### src/rtl/mont_job_arbiter.sv
// Two-requester round-robin arbiter for a shared accumulator datapath: locks one owner per job,
// forwards its operand blocks and routes result blocks back to it.
module mont_job_arbiter #(
   parameter int REGISTER_SIZE  = 32,
   parameter int BLOCKS_PER_NUM = 128
) (
   input  logic                     clk_in,
   input  logic                     rst_in,
   input  logic                     req0_valid_in,
   input  logic [REGISTER_SIZE-1:0] req0_data_in,
   output logic                     req0_ready_out,
   input  logic                     req1_valid_in,
   input  logic [REGISTER_SIZE-1:0] req1_data_in,
   output logic                     req1_ready_out,
   output logic                     dp_valid_out,
   output logic [REGISTER_SIZE-1:0] dp_data_out,
   input  logic                     dp_valid_in,
   input  logic [REGISTER_SIZE-1:0] dp_data_in,
   output logic                     res0_valid_out,
   output logic                     res1_valid_out,
   output logic [REGISTER_SIZE-1:0] res_data_out,
   output logic                     grant_out,
   output logic                     busy_out,
   output logic                     err_out,
   output logic [15:0]              jobs_done_out
);

   localparam int CW = (BLOCKS_PER_NUM > 1) ? $clog2(BLOCKS_PER_NUM) : 1;
   localparam logic [CW-1:0] LAST_BLK = CW'(BLOCKS_PER_NUM - 1);

   typedef enum logic [1:0] {IDLE, FEED, WAIT_RESULT} state_t;

   state_t          state_q, state_d;
   logic            grant_q, grant_d;
   logic            last_grant_q, last_grant_d;
   logic [CW-1:0]   in_count_q, in_count_d;
   logic [CW-1:0]   out_count_q, out_count_d;
   logic            err_q, err_d;
   logic [15:0]     jobs_q, jobs_d;
   logic            xfer;
   logic            res_act;

   always_ff @(posedge clk_in or posedge rst_in) begin
      if (rst_in) begin
         state_q      <= IDLE;
         grant_q      <= 1'b0;
         last_grant_q <= 1'b1;
         in_count_q   <= '0;
         out_count_q  <= '0;
         err_q        <= 1'b0;
         jobs_q       <= 16'd0;
      end else begin
         state_q      <= state_d;
         grant_q      <= grant_d;
         last_grant_q <= last_grant_d;
         in_count_q   <= in_count_d;
         out_count_q  <= out_count_d;
         err_q        <= err_d;
         jobs_q       <= jobs_d;
      end
   end

   always_comb begin
      state_d      = state_q;
      grant_d      = grant_q;
      last_grant_d = last_grant_q;
      in_count_d   = in_count_q;
      out_count_d  = out_count_q;
      err_d        = err_q;
      jobs_d       = jobs_q;

      req0_ready_out = (state_q == FEED) && !grant_q;
      req1_ready_out = (state_q == FEED) &&  grant_q;
      xfer           = grant_q ? (req1_valid_in && req1_ready_out)
                               : (req0_valid_in && req0_ready_out);
      dp_valid_out   = xfer;
      dp_data_out    = grant_q ? req1_data_in : req0_data_in;

      // Results only mean something while a job owns the datapath.
      res_act        = (state_q != IDLE) && dp_valid_in;
      res0_valid_out = res_act && !grant_q;
      res1_valid_out = res_act &&  grant_q;
      res_data_out   = dp_data_in;
      busy_out       = (state_q != IDLE);

      case (state_q)
         IDLE: begin
            if (dp_valid_in) err_d = 1'b1;
            if (req0_valid_in || req1_valid_in) begin
               grant_d = (req0_valid_in && req1_valid_in) ? ~last_grant_q : req1_valid_in;
               state_d = FEED;
            end
         end
         default: begin
            if (xfer) begin
               if (in_count_q == LAST_BLK) begin
                  in_count_d = '0;
                  state_d    = WAIT_RESULT;
               end else begin
                  in_count_d = in_count_q + 1'b1;
               end
            end
            // Final result wins over the final-input transition when both land together.
            if (res_act) begin
               if (out_count_q == LAST_BLK) begin
                  out_count_d  = '0;
                  last_grant_d = grant_q;
                  jobs_d       = jobs_q + 16'd1;
                  state_d      = IDLE;
               end else begin
                  out_count_d = out_count_q + 1'b1;
               end
            end
         end
      endcase
   end

   assign grant_out     = grant_q;
   assign err_out       = err_q;
   assign jobs_done_out = jobs_q;

endmodule

### config.mk
export PLATFORM = sky130hd
export DESIGN_NAME = mont_job_arbiter
export DESIGN_NICKNAME = d
export VERILOG_FILES = /design/src/rtl/mont_job_arbiter.sv
export SDC_FILE = /design/constraint.sdc
export NUM_CORES = 1
export LEC_CHECK = 0
export BUFFER_PORTS_ARGS = -buffer_cell sky130_fd_sc_hd__clkbuf_2
export CAP_MARGIN = 20
export CORE_ASPECT_RATIO = 1.75
export CORE_MARGIN = 1.5
export CORE_UTILIZATION = 30
export DETAILED_ROUTE_END_ITERATION = 10
export HOLD_SLACK_MARGIN = 0.05
export SLEW_MARGIN = 30
export SYNTH_ARGS = -nofsm -noshare
export SYNTH_HDL_FRONTEND = slang
export SYNTH_SLANG_ARGS = --single-unit
### constraint.sdc
create_clock -name clk_in -period 2.65 [get_ports clk_in]
set_clock_uncertainty 0.05 [all_clocks]
set_input_delay 0 -clock clk_in [delete_from_list [all_inputs] [get_ports clk_in]]
set_output_delay 0 -clock clk_in [all_outputs]
set_load 0.005 [all_outputs]
======== After elaboration in Yosys (flattened, before gate mapping) ========
Cells that the tools add are included.
operators by class
  reduce and logical (&&, ||, !) cells .... 17
  multiply operators ...................... 0
  div/mod/pow operators ................... 0
  shift-type cells ........................ 0
  muxes and demuxes ....................... 11
  eq/ne operators ......................... 4
  bitwise operators ....................... 2
  $add $sub $neg .......................... 3
  $lt $le $gt $ge ......................... 0
operator list
  kind                                                                    number
  32-bit two-way mux                                                      1
  16-bit by 1-bit adder with 16-bit output (second input constant)        1
  7-bit by 1-bit adder with 7-bit output (second input constant)          2
  7-bit equality test (second input constant)                             2
  7-bit two-way mux                                                       2
  2-bit two-way mux                                                       6
  1-bit logical AND                                                       8
  2-bit AND reduction                                                     4
  3-bit AND reduction                                                     1
  2-bit by 1-bit equality test with 1-bit output (second input constant)  1
  2-bit zero test                                                         1
  1-bit two-way mux                                                       2
  2-bit != test (second input constant)                                   1
  1-bit NOT                                                               2
  2-bit nonzero test                                                      1
  1-bit zero test                                                         1
  1-bit logical OR                                                        1
storage, ports and cells
  bits in latches ......................... 0
  memory bits (writable) .................. 0
  input port bits ......................... 101
  ROM bits ................................ 0
  output and inout bits ................... 88
  register bits ........................... 35
  memories kept ........................... 0

======== Logic depth before layout (Yosys ltp) ========
Gate-level depths: netlist of the first run.
  word-level depth ........................ 8
  mapped depth ............................ 6
  gate-level depth less buffers ........... 5

======== Least setup slack after synthesis of the first run ========
Ideal clock, no wire load.
  path type ............................... register to register
  start point ............................. register out_count_q[0]
  end point ............................... register jobs_q[15] (netlist: jobs_done_out[15])
  setup slack ............................. 1079 ps
  arrival ................................. 1399 ps
  period minus slack after synthesis ...... 1571 ps
  buffers on the path ..................... 0
  stages on the path, launching flop included .. 6
  path through ............................ dfrtp_1 ha_1 nand3_4 nor4_4 nand4_1 xnor2_1
on the way
  word-level cells in the longest chain between the ends .. 2
ends and longest elaborated chain
  item                           RTL line  source
  from (decl)                    37        logic [CW-1:0] out_count_q, out_count_d;
  from (signal assigned)         57        out_count_q <= out_count_d;
  7-bit equality test            105       if (out_count_q == LAST_BLK) begin
  3-bit AND reduction (no line)  n/a
  to (signal assigned)           59        jobs_q <= jobs_d;
  to (decl)                      39        logic [15:0] jobs_q, jobs_d;
No other way between the ends.
A chain may end at the register's enable or synchronous reset.

======== Final worst setup path of the first run ========
Ends and elaborated chain as after synthesis.

==> run summary, run 1 <==
Total CTS buffers - 5
Initial antenna violation count - 2
Clk slew on worst S/H paths - 0.06 ns
Final hold violation count - 0
Setup crit start kind - flop
CTS tree - yes
Flop-to-flop setup slack - 0.89 ns
Switching Share - 0.318
Combinational power share - 0.364
Synthesis-to-finish area growth - 42.7%
Worst r2r path cells - 5
Hold_ws - 0.248 ns
ANT nets after route - 0
Final setup vio count - 0
Die area - 8250 µm²
Sequential share of power - 0.359
Area leader, netlist - dfrtp_1
Post-synthesis area per instance - 10.3 µm²
Fmax - 0.567 GHz
Ys flop type - dfrtp_1
Leak - 1.65 nW
CP required - 2.76 ns
Tightest Pin Transition - 0.613 ns
Post-synth top area share - 0.369
Share of cells above drive strength 1 - 0.494
Unrepaired setup endpoints after global routing - no
Power Total - 2.01 mW
Setup Fix Bufs, Post-CTS - 0
Number of nets in the layout - 459
H-tree Lvls - 2
Sequential element share of the synthesized area - 0.380
Status - finished, final reports clean
Initial drt markers - 28
DP Wirelength - 5.26 mm
Post-Syn Area - 2310 µm²
Max Root-Sink Buffers - 2
Number of global-route vias before repair - 2,168
Via count - 2,148
Fillcell total - 709
DRC - 0
Setup TNS Final - 0 ns
Placed Area - 2780 µm²
Final cell count without fillers - 446
Worst r2r src - out_count_q[0]
Clock root cell - clkbuf_16
Routed WL per cell - 15.2 µm
Routability Congestion - 0.734
Die Wd - 69.3 µm
Power density over cell area - 611 nW/µm²
Total GRT Usage - 0.164
Synth area leaders - dfrtp_1 37%, mux2_2 17%, buf_4 10%, xnor2_1 7.2%, nand3_1 3.3%
Largest net degree at the start of global routing - 39
P_sw - 0.640 mW
FF-to-FF End - jobs_done_out[15]
Endpoint type of the worst setup path - flop
Resize count post-CTS - 0
Clock network fraction of total power - 0.277
DRT Pass-1 Iters - 4
Worst Hold Endpoint - dp_data_out[21]
Syn_nets - 327
# clock sinks - 35
Seq. cell area - 877 µm²
Later-pin clock latency in the skew report - 0.28 ns
Critical Path AT - 1.87 ns
Post-route cell area - 3290 µm²
Drt total wl - 6.77 mm
CP Max Fanout - 7
Row cnt - 42
Max-slew violations - 0
# IOs - 189
Height of the chip - 119 µm
Hold Path Class - input port to output port
Power Internal - 1.37 mW
WHS Path Cells - 3
Commonest non-fill, non-tap cells in the layout - 124 x clkbuf_2, 37 x dlygate4sd3_1, 34 x mux2_2, 34 x dfrtp_1
MaxCap Viol Count - 0
Cells after Synth - 223
Period utilization - 0.665
Async S/R FF share, synth - 1.00
Slew HR - 0.591
Synth Register Bits - 35
Synth warn - 0
Final core occ - 0.438
Pre-CTS WS - 0.872 ns
GR Overflow Total - 0
Core area - 7510 µm²
Area of the multi-input gates - 1140 µm²
Starting density of the core - 0.307
Port buffer count - 124
Min Clock Period, post-route - 1.76 ns
Distinct cells, synth - 34
Hold_buf cts - 37
Final worst slack - 0.887 ns
Placed insts - 399
First-pass GRT wire length - 10.7 mm
EDFF count, synth - 0
Commonest non-fill, non-tap cell in the layout - clkbuf_2
Worst Min Path Start - req0_data_in[21]
VDD IR max - 0.381 mV
Vias/cell - 4.82
CP Class - flop to flop
-- power groups by stage --
stage          logic, mW  registers, mW  clock network, mW
6_report           0.733          0.723              0.557
4_1_cts            0.742          0.721              0.571
2_1_floorplan      0.480          0.711                  0
3_5_place_dp       0.679          0.730                  0
5_1_grt            0.811          0.739              0.597
3_3_place_gp       0.663          0.726                  0
-- cells in the mapped netlist, drive strengths merged (3+ instances only) --
library cell   n
o21ai          7
nor2          10
nand4          4
ha             3
nand3         17
buf           38
and3           9
mux2          34
dfrtp         34
inv            3
nor4           3
xnor2         19
nand2         19
-- cells by family after synthesis --
logic type,share of synthesized area
fa+ha+maj,0.0163
simple gates,0.171
compound gates,0.0510
mux,0.175
buf+inv,0.127
xor+xnor,0.0797
flops,0.380
-- worst max-delay path by stage --
stage	to	slack, ns	cells past startpoint	startpoint
2_1_floorplan	jobs_done_out[15]	1.08	5	out_count_q[0]
3_3_place_gp	jobs_done_out[15]	0.95	5	out_count_q[0]
3_5_place_dp	jobs_done_out[15]	0.87	5	out_count_q[0]
4_1_cts	jobs_done_out[15]	0.86	5	out_count_q[0]
5_1_grt	jobs_done_out[15]	0.78	5	out_count_q[0]
6_report	jobs_done_out[15]	0.89	5	out_count_q[0]
-- layer usage --
layer	wire (µm)	share of wire	track usage
met1	2330	0.34	0.161
met2	3570	0.53	0.303
met3	669	0.099	0.0609
met4	200	0.030	0.0650
met5	0	0	0
-- layout make-up --
class,count,area share
repair buffers,163,0.306
well taps,88,0.0334
clock buffers,5,0.0380
clock inverters,3,0.00456
flip-flops and latches,35,0.266
multi-input cells,146,0.345
diodes,2,0.00152
inverters,4,0.00494
-- critical path, stage by stage, from the launching register on --
cell and delay [ns]:
dfrtp_1 0.38, ha_1 0.24, nand3_4 0.15, nor4_4 0.48, nand4_1 0.18, xnor2_1 0.16
-- state kept, by name, summed over array words and instances, names as in the netlist --
name           flops
state_q            2
jobs_done_out     16
out_count_q        7
in_count_q         7
err_out            1
grant_out          1
last_grant_q       1
(Power assumes the default switching activity.)
==> run 2: changes to the inputs <==
Settings changed: PLACE_DENSITY set to 0.67.
Clock period 2.65 ns to 1.6 ns, I/O delays scaled along.
==> run summary, run 2 (synthesis results as in run 1) <==
Die Wd - 69.3 µm
WP buf/inv - 2
Met2 WL post-DR - 3.44 mm
Slew HR - 0.709
Port buffer count - 124
Area of the multi-input gates - 1180 µm²
Power density over cell area - 1040 nW/µm²
Placed Area - 2840 µm²
Core area - 7510 µm²
Post-route cell area - 3470 µm²
Fmax - 0.650 GHz
Height of the chip - 119 µm
# IOs - 189
Crit path cell chain - buf_6 -> mux2_2 -> clkbuf_2
Pre-CTS WS - -0.0264 ns
Max-slew violations - 0
Largest net degree at the start of global routing - 39
Commonest non-fill, non-tap cell in the layout - clkbuf_2
Leak - 1.73 nW
Routability Congestion - 0.831
MaxCap Viol Count - 0
Final core occ - 0.461
Clk slew on worst S/H paths - 0.05 ns
Min Clock Period, post-route - 1.54 ns
Share of cells above drive strength 1 - 0.531
Worst Min Path Start - req0_data_in[4]
Final setup vio count - 0
Via count - 2,178
Critical path's top delay family - buffers and inverters
Die area - 8250 µm²
Critical Path AT - 1.49 ns
Synthesis-to-finish area growth - 50.3%
Max Root-Sink Buffers - 2
ANT nets after route - 0
Endpoint type of the worst setup path - output port
H-tree Lvls - 2
Final hold violation count - 0
Total GRT Usage - 0.166
Number of global-route vias before repair - 2,128
WL met3 - 613 µm
Fillcell total - 701
Period utilization - 0.962
Tightest Pin Transition - 0.437 ns
Initial drt markers - 45
Initial antenna violation count - 0
Total CTS buffers - 5
GR Overflow Total - 0
Status - finished, final reports clean
Row cnt - 42
# clock sinks - 35
Highest routed layer - met4
DRC - 0
Antenna diodes - 0
Hold Path Class - input port to output port
First-pass GRT wire length - 10.7 mm
Clock root cell - clkbuf_16
Final worst slack - 0.0604 ns
Max reg flops - 16
CP max stage delay - 0.39 ns
CP Max Fanout - 38
Slowest cell on the critical path - mux2_2
Later-pin clock latency in the skew report - 0.28 ns
Number of nets in the layout - 472
Power Total - 3.61 mW
Vias/cell - 4.77
DRT Pass-1 Iters - 4
DP Wirelength - 5.44 mm
Setup crit start kind - flop
Crit path from - grant_out
Unrepaired setup endpoints after global routing - yes
CP Class - flop to output port
Commonest non-fill, non-tap cells in the layout - 124 x clkbuf_2, 36 x dlygate4sd3_1, 34 x mux2_2
Wire length on met1 - 2.77 mm
Drt total wl - 7.11 mm
Seq. cell area - 881 µm²
Routed WL per cell - 15.5 µm
CTS tree - yes
Setup TNS Final - 0 ns
VDD IR max - 0.550 mV
CP required - 1.55 ns
Starting density of the core - 0.307
Worst r2r src - out_count_q[1]
-- run 2: cell count changes in the layout (fill, tap and decap cells not counted), sizes merged --
cell,previous run,this run
buf,2,16
bufinv,0,1
clkbuf,129,130
clkinv,4,2
diode,2,0
dlygate4sd3,37,36
-- run 2: path summary, 6_finish.rpt --
| path | to | slack [ns] | cells after the start |
|---|---|---|---|
| setup / recovery | dp_data_out[18] | 0.06 | 3 |
| hold / removal | dp_data_out[4] | 0.25 | 3 |
| setup reg to reg | jobs_done_out[1] | 0.08 | 4 |
| hold reg to reg | err_out | 0.41 | 1 |
| max in group asynchronous | last_grant_q | 0.86 | 4 |
| min in group asynchronous | in_count_q[2] | 0.29 | 4 |
-- run 2: repair_timing --
item,in CTS,in global routing
endpoints found under the setup margin,37,16
hold endpoints to repair,69,0
hold buffers,36,0
setup buffers,1,4
gates resized for setup,3,8
pin swaps,0,4
-- run 2: final cells by class --
cell class	instances	area share
Multi-Input combinational cell	146	0.341
Clock buffer	6	0.0401
Tap cell	88	0.0318
Inverter	4	0.00469
Clock inverter	2	0.0101
Sequential cell	35	0.254
Timing Repair Buffer	176	0.319
-- run 2: report_power, final --
group | leakage (nW) | switching (mW) | internal [mW]
combinational | 1.21 | 0.557 | 0.707
sequential | 0.437 | 0.176 | 1.03
clock | 0.0868 | 0.362 | 0.774
total | 1.73 | 1.10 | 2.51
-- run 2: worst reg2reg max path, delay by kind of cell, from the launching register on --
family                   cells  cell delay (ns)
adder cells (fa/ha/maj)      1             0.18
AND/OR/NAND/NOR              2             0.40
multiplexers                 1             0.36
flip-flops                   1             0.41
-- run 2: layer usage --
layer | vias to the layer above | global-route usage
li1 | 1028 | -
met1 | 1000 | 0.185
met2 | 134 | 0.280
met3 | 16 | 0.0558
met4 | 0 | 0.0772
met5 | - | 0
-- run 2: metrics by stage --
step	hold slack, ns	std cells
after global routing	0.254	457
final	0.247	457
after detailed placement	-0.0500	408
after global placement	-0.0500	408
after CTS	0.251	453
after floorplan	0.0308	223
